**src/rtl/stim_sweep_gen.sv**
```systemverilog
// Stimulus sequencer: sweeps every packed input vector in binary, Gray or LFSR order,
// holding each for a programmable number of cycles and folding the DUT response into a MISR.
module stim_sweep_gen #(
  parameter int NUM_FIELDS = 4,
  parameter int FIELD_W    = 2,
  parameter int RESP_W     = 3,
  parameter int HOLD_W     = 8,
  localparam int VEC_W     = NUM_FIELDS * FIELD_W
) (
  input  logic              clk,
  input  logic              rst_n,
  input  logic              start,
  input  logic              abort,
  input  logic [1:0]        mode,
  input  logic [HOLD_W-1:0] hold,
  input  logic [RESP_W-1:0] resp,
  output logic [VEC_W-1:0]  stim,
  output logic              stim_valid,
  output logic              busy,
  output logic              done,
  output logic [VEC_W:0]    vec_cnt,
  output logic [15:0]       signature
);

  localparam int CNT_W = VEC_W + 1;

  typedef enum logic [1:0] {S_IDLE, S_RUN, S_DONE} state_t;
  typedef enum logic [1:0] {ORD_BIN, ORD_GRAY, ORD_LFSR} order_t;

  // Maximal-length Fibonacci taps (XAPP052), bit t-1 set for tap t.
  function automatic logic [VEC_W-1:0] tap_mask(input int w);
    logic [15:0] m;
    case (w)
      2:       m = 16'h0003;
      3:       m = 16'h0006;
      4:       m = 16'h000C;
      5:       m = 16'h0014;
      6:       m = 16'h0030;
      7:       m = 16'h0060;
      8:       m = 16'h00B8;
      9:       m = 16'h0110;
      10:      m = 16'h0240;
      11:      m = 16'h0500;
      12:      m = 16'h0829;
      13:      m = 16'h100D;
      14:      m = 16'h2015;
      15:      m = 16'h6000;
      16:      m = 16'hD008;
      default: m = 16'h0000;
    endcase
    return m[VEC_W-1:0];
  endfunction

  localparam logic [VEC_W-1:0] TAPS      = tap_mask(VEC_W);
  localparam logic [VEC_W-1:0] LAST_BIN  = {VEC_W{1'b1}};
  localparam logic [VEC_W-1:0] LAST_LFSR = {{(VEC_W-1){1'b1}}, 1'b0};
  localparam logic [VEC_W-1:0] LFSR_SEED = {{(VEC_W-1){1'b0}}, 1'b1};

  state_t            state, state_nxt;
  order_t            order_q, start_order;
  logic [HOLD_W-1:0] hold_m1, hold_cnt, hold_m1_start;
  logic [VEC_W-1:0]  idx, idx_inc, next_vec, start_vec;
  logic [15:0]       resp_ext, sig_nxt;
  logic              hold_last, last_vec, sample;

  // Decode of the controller inputs used only at the start edge.
  always_comb begin
    // NOTE: every always_comb output gets a default first so no path can infer a latch.
    start_order = ORD_BIN;
    case (mode)
      2'b01:   start_order = ORD_GRAY;
      2'b10:   start_order = ORD_LFSR;
      default: start_order = ORD_BIN;
    endcase
    start_vec     = (start_order == ORD_LFSR) ? LFSR_SEED : '0;
    hold_m1_start = (hold == '0) ? '0 : hold - HOLD_W'(1);
  end

  // Sequence stepping and end-of-vector detection.
  always_comb begin
    idx_inc  = idx + VEC_W'(1);
    next_vec = idx_inc;
    case (order_q)
      ORD_GRAY: next_vec = idx_inc ^ (idx_inc >> 1);
      ORD_LFSR: next_vec = {stim[VEC_W-2:0], ^(stim & TAPS)};
      default:  next_vec = idx_inc;
    endcase
    last_vec  = (idx == ((order_q == ORD_LFSR) ? LAST_LFSR : LAST_BIN));
    hold_last = (hold_cnt == hold_m1);
    sample    = (state == S_RUN) && !abort && hold_last;
  end

  always_comb begin
    resp_ext               = '0;
    resp_ext[RESP_W-1:0]   = resp;
    sig_nxt = {signature[14:0], signature[15] ^ signature[11] ^ signature[4]} ^ resp_ext;
  end

  // FSM next state and status outputs.
  always_comb begin
    state_nxt  = state;
    busy       = 1'b0;
    stim_valid = 1'b0;
    done       = 1'b0;
    case (state)
      S_IDLE: if (start) state_nxt = S_RUN;
      S_RUN: begin
        busy       = 1'b1;
        stim_valid = 1'b1;
        if (abort)                 state_nxt = S_IDLE;
        else if (sample && last_vec) state_nxt = S_DONE;
      end
      S_DONE: begin
        done      = 1'b1;
        state_nxt = S_IDLE;
      end
      default: state_nxt = S_IDLE;
    endcase
  end

  always_ff @(posedge clk) begin
    // NOTE: registers use non-blocking assignments so every flop samples pre-edge values.
    if (!rst_n) state <= S_IDLE;
    else        state <= state_nxt;
  end

  // Datapath: abort freezes the counters and MISR on its edge, even on the final sample.
  always_ff @(posedge clk) begin
    if (!rst_n) begin
      stim      <= '0;
      idx       <= '0;
      hold_cnt  <= '0;
      hold_m1   <= '0;
      order_q   <= ORD_BIN;
      vec_cnt   <= '0;
      signature <= '0;
    end else begin
      case (state)
        S_IDLE: begin
          if (start) begin
            order_q   <= start_order;
            hold_m1   <= hold_m1_start;
            stim      <= start_vec;
            idx       <= '0;
            hold_cnt  <= '0;
            vec_cnt   <= '0;
            signature <= 16'hFFFF;
          end
        end
        S_RUN: begin
          if (sample) begin
            signature <= sig_nxt;
            vec_cnt   <= vec_cnt + CNT_W'(1);
            hold_cnt  <= '0;
            if (!last_vec) begin
              idx  <= idx_inc;
              stim <= next_vec;
            end
          end else if (!abort) begin
            hold_cnt <= hold_cnt + HOLD_W'(1);
          end
        end
        default: ;
      endcase
    end
  end

endmodule

```
**config.mk**
```make
export PLATFORM = sky130hd
export DESIGN_NAME = stim_sweep_gen
export DESIGN_NICKNAME = d
export VERILOG_FILES = /design/src/rtl/stim_sweep_gen.sv
export SDC_FILE = /design/constraint.sdc
export NUM_CORES = 1
export LEC_CHECK = 0
export CAP_MARGIN = 20
export CORE_MARGIN = 10
export CORE_UTILIZATION = 25
export CTS_CLUSTER_DIAMETER = 60
export DETAILED_ROUTE_END_ITERATION = 6
export SYNTH_ARGS = -nofsm -noshare
export SYNTH_HDL_FRONTEND = slang
export SYNTH_SLANG_ARGS = --single-unit
```
**constraint.sdc**
```tcl
create_clock -name clk -period 4.9 [get_ports clk]
set_clock_uncertainty 0.2 [all_clocks]
set_input_delay 0.98 -clock clk [delete_from_list [all_inputs] [get_ports clk]]
set_output_delay 0.98 -clock clk [all_outputs]
set_load 0.1 [all_outputs]
```
==> parameters.txt, run 1 <==
Parameter                              Value

Status
  Result of the run    finished clean

Routing
  DR vias    2958
  Count of routing violations after the opening detailed-route iteration    around 310
  Drt drc    0
  Pre-Repair DR Iteration Count    5
  Average detailed-routed wire length per instance    15.3 um
  Remaining antenna violation count    0
  Wire length reported by the detailed router    about 9000 um
  Avg Vias per Cell    5.01

Setup path
  CP startpoint kind    flip-flop
  Startpoint of the worst-slack reg-to-reg timing path    hold_cnt[2]
  Kind of end point of the critical path    output port
  Family with the most delay on the worst path    buffers and inverters
  Data required time of the worst path    between 3 and 4 ns
  Setup slack on the worst flop-to-flop path    ~2.2 ns
  Buf+Inv Stages, Crit Path    2
  Critical setup path kind    flip-flop to output port
  Reg2reg end    idx[0]
  Maximum cell stage delay along the critical path    ~1.2 ns
  Cells traversed along the worst timing path    or2b_1, inv_1, clkdlybuf4s50_1
  Count of cells along the worst register-to-register path    5
  Slowest stage cell on the critical path    clkdlybuf4s50_1
  Worst Path Max Fanout    5
  Signal arrival time at the worst endpoint    approximately 2.5 ns

Power
  Power Internal    1.05 mW
  Power density cells    about 360 nW/um^2
  Net load switching power    470 uW
  Switch share    between 30% and 40%
  Static power due to leakage    around 1.4 nW
  Maximum VDD drop    176 uV
  Relative contribution of combinational cells to total power    18.3%
  Clock network fraction of total power    between 40 and 50%
  Relative contribution of sequential cells to total power    35.5%
  Total Power    between 1.5 and 2 mW

Floorplanning
  Core region area    between 10000 and 15000 um^2
  Vert. Die Dim    about 130 um
  Num rows    between 40 and 50
  Top Ports    53
  Chip width    about 130 um
  Area enclosed by the die boundary    17900 um^2
  Initial Util    between 20% and 30%

Synthesis
  Area share of fa/ha/maj cells after synthesis    between 2 and 3%
  Average size of a mapped cell    slightly below 9 um^2
  Post-Synth Simple-Gate Area    between 20% and 30%
  XOR/XNOR share of the synthesized area    8.38%
  Top cells by count, synth    dfxtp_1, nand2_1, xnor2_1, nand3_1, o21ai_0
  Syn_nets    roughly 390
  Dominant register cell in the synthesized netlist    dfxtp_1
  EDFF count, synth    0
  Compound-Gate Fraction of Synth Area    between 20% and 30%
  Share of synthesized flip-flops with an asynchronous set or reset    0%
  Number of storage elements in the synthesis netlist    a little over 60
  Most frequent cell after synthesis    dfxtp_1
  Share of the synthesized area in the top cell type    37.7%
  Netlist Area Pre-Place    3240 um^2
  Cell types occupying the most area after synthesis    dfxtp_1, xnor2_1, o221a_2
  Number of distinct standard cells referenced by the synthesized netlist    between 60 and 70
  Post-synthesis sequential area ratio    between 30% and 40%
  Multiplexer area fraction after synthesis    approximately 1.9%
  Synth Instances    roughly 370
  Warnings, synthesis    0
  Dominant combinational cell family by area after synthesis    simple AND/OR/NAND/NOR gates
  Cell taking the most area after synthesis    dfxtp_1

Timing
  Worst path setup slack after routing    1.27 ns
  Number of hold violations in the final report    0
  Setup repair after global routing missed its margin    false
  Rel. slew slack    29.6%
  Total negative slack for setup checks    0 ns
  Minimum clock period    approximately 3.6 ns
  Setup-violating endpoint count in the final report    0
  Worst hold slack    roughly 0.27 ns
  Final critical-path share of the clock period    approximately 74%
  Total count of max-transition violations in the final report    0
  Highest attainable clock frequency    about 280 MHz
  Worst Max-Slew Pin Slew    around 1.0 ns

CTS
  Clock tree root driver cell    clkbuf_16
  Number of buffers inserted by hold repair at cts    0
  Clock transition at the registers of the reported paths    0.06 ns
  Clock latency on the worst-skew pair    0.33 ns
  Count of cells resized by post-cts repair    0
  Clock sink count    61
  Setup repair bufs after CTS    0
  Maximum clock insertion buffer count    2
  H-tree depth    3
  CTS tree    built
  Inserted Clock Buffers    9

Layout
  Final layout net count    ~440
  Area growth, synth to finish    30.6%
  Layout cells sized above 1    between 10% and 20%
  Count of inserted antenna diode cells    0
  Post-Layout Inst Area    between 4000 and 5000 um^2

Min path
  Hold-critical path depth    2
  Hold WC Path Type    flip-flop to flip-flop
  Hold Crit Start    hold_m1[5]
  Endpoint of the worst hold path    hold_m1[5]

Global route
  Aggregate global routing overflow    0
  GRT Resource Usage Total    about 9.9%
  Maximum number of pins on one net before global-route repair    47
  Global-route wire length before repair    ~15000 um
  Antenna violations before repair    0
  Via count of the first global-routing pass    ~2800

Job
  Maximum capacitance violations    0

Placed design
  Placer's final routability congestion estimate    a little under 0.9
  Pre-CTS setup slack    about 1.5 ns
  Placed standard-cell area    between 3000 and 4000 um^2
  Detail Placement HPWL    approximately 6600 um
  Number of buffer cells added on primary ports    between 50 and 60
-- worst min-delay path, cell delays in order (launching register included) --
cell and delay [ns]:
dfxtp_1 0.32, nand2_1 0.05, o21ai_0 0.06
-- final cells by class --
cell class	count	area, um^2
Fill cell	1325	8440
Inverter	11	41.3
Timing Repair Buffer	54	533
Tap cell	172	215
Multi-Input combinational cell	277	1890
Sequential cell	61	1220
Clock buffer	9	225
Clock inverter	7	104
-- power by group through the flow --
| stage | combinational (mW) | sequential [mW] | clock (mW) |
|---|---|---|---|
| after detailed placement | 0.278 | 0.552 | 0 |
| after global placement | 0.275 | 0.552 | 0 |
| final | 0.279 | 0.541 | 0.704 |
| after global routing | 0.294 | 0.544 | 0.744 |
| after floorplan | 0.103 | 0.653 | 0 |
| after CTS | 0.280 | 0.541 | 0.716 |
-- worst max-delay path by stage --
stage,startpoint,to,slack (ns),depth (start not counted)
floorplan,state[1],done,1.99,1
global placement,abort,idx[6],1.57,6
detailed placement,abort,idx[2],1.47,6
CTS,state[0],stim_valid,1.24,3
global route,state[0],stim_valid,1.18,3
finish,state[0],stim_valid,1.27,3
-- registers in the layout, summed over array words and instances, names as in the netlist --
register / flops
order_q: 2
hold_m1: 8
idx: 8
vec_cnt: 9
hold_cnt: 8
signature: 16
state: 2
stim: 8
-- placed cells by master (no fill, tap or decap), types with 5 or more instances in the layout --
cell type	count
o221a_2	16
xnor2_1	22
ha_1	7
a21boi_0	5
a21oi_1	9
nor3_1	6
nor2_1	16
nand2_1	47
nand3_1	21
xor2_1	9
o21ai_0	18
and3_1	5
clkdlybuf4s50_1	52
o211ai_1	6
nand4_1	9
clkbuf_16	9
and2_1	7
inv_1	11
dfxtp_1	61
-- per-layer routing --
metal	vias to the layer above	GRT usage [%]	routed length (um)
li1	1455	-	-
met1	1390	12.7	4330
met2	101	14.5	3860
met3	12	4.18	733
met4	0	3.57	99
met5	-	0	0
-- stage by stage --
stage / util (%) / std cells
floorplan: - / 368
global placement: 30.7 / 574
detailed placement: 30.7 / 574
CTS: 33.3 / 590
global route: 33.4 / 591
finish: 33.4 / 591
-- cell families (layout without fill, tap and decap cells) --
group | Yosys count | count (layout)
buf+inv | 30 | 81
fa+ha+maj | 7 | 7
flops | 61 | 61
simple gates | 146 | 146
xor+xnor | 31 | 31
compound gates | 87 | 87
mux | 6 | 6
(Power assumes the default switching activity.)
==> inputs of run 2 (changes only) <==
==> constraint.sdc (replaced) <==
create_clock -name clk -period 3.53 [get_ports clk]
set_clock_uncertainty 0.2 [all_clocks]
set_input_delay 0.706 -clock clk [delete_from_list [all_inputs] [get_ports clk]]
set_output_delay 0.706 -clock clk [all_outputs]
set_load 0.1 [all_outputs]
==> parameters.txt, run 2 (same netlist as run 1, synthesis figures left out) <==
Parameter                              Value

Setup path
  Worst Path Max Fanout    16 (was 5)
  Slowest stage cell on the critical path    or3b_2 (was clkdlybuf4s50_1)
  Cells traversed along the worst timing path    clkdlybuf4s50_1, or3b_2, buf_4, nand2_1, nor2_1, a22o_1 (was or2b_1, inv_1, clkdlybuf4s50_1)
  Critical setup path kind    input port to flip-flop (was flip-flop to output port)
  Signal arrival time at the worst endpoint    2.67 ns (was 2.45 ns)
  Kind of end point of the critical path    flip-flop (was output port)
  Buf+Inv Stages, Crit Path    2 (unchanged)
  Maximum cell stage delay along the critical path    0.51 ns (was 1.20 ns)
  CP startpoint kind    input port (was flip-flop)
  Data required time of the worst path    3.55 ns (was 3.72 ns)
  Family with the most delay on the worst path    simple AND/OR/NAND/NOR gates (was buffers and inverters)

Layout
  Commonest non-fill, non-tap cells in the layout    dfxtp_1, nand2_1, buf_4 (was dfxtp_1, clkdlybuf4s50_1, nand2_1)
  Commonest non-fill, non-tap cell in the layout    dfxtp_1 (unchanged)
  Register name with the most flops    signature (unchanged)
  Final layout net count    441 (was 438)
  Sequential cell area    1220 um^2 (unchanged)
  Biggest regs    signature x16, vec_cnt x9 (unchanged)
  Area growth, synth to finish    27.8% (was 30.6%)
  Fillers    1302 (was 1325)
  Layout cells sized above 1    19.2% (was 10.0%)
  Area of the multi-input gates    1890 um^2 (unchanged)
  Finished Core Util    32.7% (was 33.4%)
  Count of inserted antenna diode cells    0 (unchanged)
  Flip-flop count of the largest register after layout    16 (unchanged)

Timing
  Setup-violating endpoint count in the final report    0 (unchanged)
  Worst Max-Slew Pin Slew    0.746 ns (was 1.05 ns)
  Setup repair after global routing missed its margin    false (unchanged)
  Rel. slew slack    50.3% (was 29.6%)
  Worst path setup slack after routing    0.885 ns (was 1.27 ns)
  Number of hold violations in the final report    0 (unchanged)
  Final critical-path share of the clock period    approximately three quarters
  Total count of max-transition violations in the final report    0 (unchanged)
  Total negative slack for setup checks    0 ns (unchanged)
  Highest attainable clock frequency    378 MHz
  Minimum clock period    2.65 ns

Global route
  Via count of the first global-routing pass    2901 (was 2818)
  Antenna violations before repair    0 (unchanged)
  GRT Resource Usage Total    9.78% (was 9.94%)
  Global-route wire length before repair    14700 um (was 14600 um)
  Aggregate global routing overflow    0 (unchanged)
  Maximum number of pins on one net before global-route repair    33 (was 47)

CTS
  Clock sink count    61 (unchanged)
  Setup repair bufs after CTS    0 (unchanged)
  Clock latency on the worst-skew pair    0.33 ns (about the same)
  Number of buffers inserted by hold repair at cts    0 (unchanged)
  Inserted Clock Buffers    9 (unchanged)
  H-tree depth    3 (unchanged)
  Maximum clock insertion buffer count    2 (unchanged)
  CTS tree    built (unchanged)
  Clock transition at the registers of the reported paths    0.06 ns (about the same)
  Count of cells resized by post-cts repair    0 (unchanged)
  Clock tree root driver cell    clkbuf_16 (unchanged)

Placed design
  Placer's final routability congestion estimate    0.884 (was 0.883)
  Detail Placement HPWL    6560 um (was 6610 um)
  Number of buffer cells added on primary ports    52 (unchanged)
  Pre-CTS setup slack    0.566 ns (was 1.47 ns)

Routing
  Avg Vias per Cell    4.94 (was 5.01)
  DR vias    2933 (was 2958)
  Average detailed-routed wire length per instance    14.7 um (was 15.3 um)
  Remaining antenna violation count    0 (unchanged)
  Pre-Repair DR Iteration Count    4 (was 5)
  Wire length reported by the detailed router    8750 um (was 9030 um)
  Drt drc    0 (unchanged)
  Count of routing violations after the opening detailed-route iteration    372 (was 314)

Floorplanning
  Core region area    12700 um^2 (unchanged)
  Vert. Die Dim    134 um (unchanged)
  Chip width    134 um (unchanged)
  Area enclosed by the die boundary    17900 um^2 (unchanged)
  Top Ports    53 (unchanged)
  Initial Util    25.6% (unchanged)
  Num rows    41 (unchanged)

Power
  Total Power    2.04 mW (was 1.52 mW)
  Power density cells    492 nW/um^2 (was 360 nW/um^2)
  Static power due to leakage    1.51 nW (was 1.45 nW)
  Maximum VDD drop    233 uV (was 176 uV)

Status
  Result of the run    finished clean (unchanged)

Min path
  Hold WC Path Type    flip-flop to flip-flop (unchanged)

Job
  Maximum capacitance violations    0 (unchanged)
## run 2: cell count changes in the layout (fill, tap and decap cells not counted), sizes merged
cell / delta
buf: +40
clkdlybuf4s50: -36
bufinv: -1
clkbuf: -1
clkinvlp: +1
## run 2: path summary, 6_finish.rpt
| path | start | to | slack, ns | depth (start not counted) |
|---|---|---|---|---|
| setup reg to reg | hold_cnt[2] | signature[3] | 0.92 | 5 |
| setup / recovery | start | idx[4] | 0.88 | 6 |
| hold reg to reg | hold_m1[5] | hold_m1[5] | 0.28 | 2 |
| hold / removal | hold_m1[5] | hold_m1[5] | 0.28 | 2 |
## run 2: power by group
part	switching, mW	total [mW]	internal [mW]
combinational	0.272	0.380	0.108
sequential	0.0309	0.752	0.721
clock	0.348	0.905	0.557
total	0.651	2.04	1.39
## run 2: stage by stage
| step | hold slack (ns) | cells | instance area (um^2) |
|---|---|---|---|
| 6_report | 0.283 | 594 | 4140 |
| 5_1_grt | 0.299 | 594 | 4140 |
| 4_1_cts | 0.285 | 594 | 4140 |
| 3_5_place_dp | 0.276 | 578 | 3830 |
| 3_3_place_gp | 0.268 | 578 | 3830 |
| 2_1_floorplan | 0.246 | 368 | 3240 |
## run 2: cell type report
class,count,share of cell area (%)
Sequential cell,61,29.5
Clock buffer,9,5.44
Clock inverter,7,1.93
Timing Repair Buffer,57,11.3
Tap cell,172,5.20
Inverter,11,0.997
Multi-Input combinational cell,277,45.6
## run 2: tightest hold or removal path, stage by stage (launching register included)
cell and delay [ns]:
dfxtp_1 0.32, nand2_1 0.05, o21ai_0 0.06
## run 2: per-layer routing
metal  part of all wire (%)  vias up  global-route usage (%)
met4                    1.3        0                    3.75
li1                       -     1461                       -
met3                    7.1       12                    2.99
met2                     43       94                    14.5
met1                     49     1366                    13.0
met5                      0        -                       0
==> inputs of run 3 (changes only) <==
==> constraint.sdc (replaced) <==
create_clock -name clk -period 2.5 [get_ports clk]
set_clock_uncertainty 0.2 [all_clocks]
set_input_delay 0.5 -clock clk [delete_from_list [all_inputs] [get_ports clk]]
set_output_delay 0.5 -clock clk [all_outputs]
set_load 0.1 [all_outputs]
==> parameters.txt, run 3 (same netlist as run 1, synthesis figures left out) <==
Parameter                              Value

CTS
  Inserted Clock Buffers    9 (unchanged)
  Clock transition at the registers of the reported paths    0.06 ns (about the same)
  CTS tree    built (unchanged)
  Clock sink count    61 (unchanged)
  Clock tree root driver cell    clkbuf_16 (unchanged)
  Maximum clock insertion buffer count    2 (unchanged)
  Setup repair bufs after CTS    0 (unchanged)
  Number of buffers inserted by hold repair at cts    0 (unchanged)
  Count of cells resized by post-cts repair    0 (unchanged)
  H-tree depth    3 (unchanged)
  Clock latency on the worst-skew pair    0.33 ns (about the same)

Floorplanning
  Vert. Die Dim    134 um (unchanged)
  Area enclosed by the die boundary    17900 um^2 (unchanged)
  Initial Util    25.6% (unchanged)
  Core region area    12700 um^2 (unchanged)
  Top Ports    53 (unchanged)
  Num rows    41 (unchanged)
  Chip width    134 um (unchanged)

Power
  Power density cells    673 nW/um^2 (was 492 nW/um^2)
  Static power due to leakage    1.61 nW (was 1.51 nW)
  Net load switching power    923 uW (was 651 uW)
  Relative contribution of sequential cells to total power    36.5% (was 36.9%)
  Relative contribution of combinational cells to total power    19.9% (was 18.7%)
  Clock network fraction of total power    43.6% (was 44.4%)
  Power Internal    1.99 mW (was 1.39 mW)
  Maximum VDD drop    376 uV (was 233 uV)
  Switch share    31.7% (was 32.0%)
  Total Power    2.91 mW (was 2.04 mW)

Placed design
  Detail Placement HPWL    6820 um (was 6560 um)
  Placer's final routability congestion estimate    0.859 (was 0.884)
  Number of buffer cells added on primary ports    52 (unchanged)

Job
  Maximum capacitance violations    0 (unchanged)

Layout
  Final layout net count    460 (was 441)
  Fillers    1319 (was 1302)
  Layout cells sized above 1    22.9% (was 19.2%)
  Sequential cell area    1220 um^2 (unchanged)
  Count of inserted antenna diode cells    0 (unchanged)
  Flip-flop count of the largest register after layout    16 (unchanged)
  Area growth, synth to finish    33.4% (was 27.8%)
  Biggest regs    signature x16, vec_cnt x9 (unchanged)
  Area of the multi-input gates    1890 um^2 (about the same)
  Register name with the most flops    signature (unchanged)
  Commonest non-fill, non-tap cell in the layout    dfxtp_1 (unchanged)
  Commonest non-fill, non-tap cells in the layout    dfxtp_1, buf_4, nand2_1 (was dfxtp_1, nand2_1, buf_4)
  Finished Core Util    34.1% (was 32.7%)

Timing
  Setup-violating endpoint count in the final report    0 (unchanged)
  Total count of max-transition violations in the final report    0 (unchanged)
  Worst Max-Slew Pin Slew    0.420 ns (was 0.746 ns)
  Final critical-path share of the clock period    around nine tenths
  Setup repair after global routing missed its margin    false (unchanged)
  Rel. slew slack    71.3% (was 50.3%)
  Total negative slack for setup checks    0 ns (unchanged)
  Number of hold violations in the final report    0 (unchanged)
  Highest attainable clock frequency    443 MHz
  Minimum clock period    2.26 ns

Setup path
  Worst Path Max Fanout    16 (unchanged)
  Critical setup path kind    flip-flop to flip-flop (was input port to flip-flop)
  Startpoint of the most critical setup path    hold_cnt[2] (was start)
  Data required time of the worst path    2.52 ns (was 3.55 ns)
  Signal arrival time at the worst endpoint    2.28 ns (was 2.67 ns)
  Startpoint of the worst-slack reg-to-reg timing path    hold_cnt[2] (unchanged)
  CP startpoint kind    flip-flop (was input port)
  Kind of end point of the critical path    flip-flop (unchanged)

Routing
  Pre-Repair DR Iteration Count    4 (unchanged)
  Remaining antenna violation count    0 (unchanged)
  Count of routing violations after the opening detailed-route iteration    298 (was 372)
  Wire length reported by the detailed router    9050 um (was 8750 um)
  Avg Vias per Cell    4.92 (was 4.94)
  Average detailed-routed wire length per instance    14.8 um (was 14.7 um)
  Drt drc    0 (unchanged)
  DR vias    3014 (was 2933)

Global route
  Global-route wire length before repair    14800 um (was 14700 um)
  Via count of the first global-routing pass    2882 (was 2901)
  Maximum number of pins on one net before global-route repair    37 (was 33)
  Aggregate global routing overflow    0 (unchanged)
  GRT Resource Usage Total    9.89% (was 9.78%)
  Antenna violations before repair    0 (unchanged)

Min path
  Hold Crit Start    hold_m1[1] (was hold_m1[5])
  Hold WC Path Type    flip-flop to flip-flop (unchanged)

Status
  Result of the run    finished clean (unchanged)
run 3: cell count changes in the layout (fill, tap and decap cells not counted):
cell,change
buf_12,+3
buf_4,+16
inv_6,+1
inv_8,-1
nor2_1,-1
nor2_2,+1
run 3: through the flow:
stage	instance area, um^2	instances	hold WS, ns	setup WS [ns]
final	4320	613	0.277	0.242
after global routing	4320	613	0.300	0.140
after CTS	4320	613	0.281	0.0716
after detailed placement	4020	597	0.267	0.00768
after global placement	4020	597	0.262	0.0330
after floorplan	3240	368	0.246	0.0715
run 3: power by group through the flow:
| stage | clock network [mW] | logic (mW) | registers [mW] |
|---|---|---|---|
| 3_5_place_dp | 0 | 0.579 | 1.08 |
| 6_report | 1.27 | 0.579 | 1.06 |
| 4_1_cts | 1.30 | 0.581 | 1.06 |
| 2_1_floorplan | 0 | 0.201 | 1.28 |
| 3_3_place_gp | 0 | 0.574 | 1.08 |
| 5_1_grt | 1.34 | 0.614 | 1.07 |
run 3: critical path, stage by stage (launching register included):
cell	delay, ns
dfxtp_1	0.47
xnor2_1	0.17
nand4_1	0.16
or4_4	0.63
buf_4	0.24
o221a_2	0.28
run 3: cell type report:
cell class	count	area share, %
sequential	61	28.3
timing repair buffer	76	15.0
clock inverter	7	1.80
multi-input combinational	277	43.8
clock buffer	9	5.21
tap	172	4.98
inverter	11	0.956
run 3: path summary, 6_finish.rpt:
kind / slack [ns] / cells past startpoint / to
worst max-delay path: 0.24 / 5 / signature[9]
worst min-delay path: 0.28 / 2 / hold_m1[1]
worst max register to register: 0.24 / 5 / signature[9]
worst min register to register: 0.28 / 2 / hold_m1[1]
run 3: metal layers:
metal  vias up  routed length, um  part of all wire [%]  track usage (%)
met4         0                 56                  0.62             2.30
met2        91               3940                    44             14.7
met1      1413               4400                    49             13.3
met3         7                658                   7.3             3.55
li1       1503                  -                     -                -
met5         -                  0                     0                0
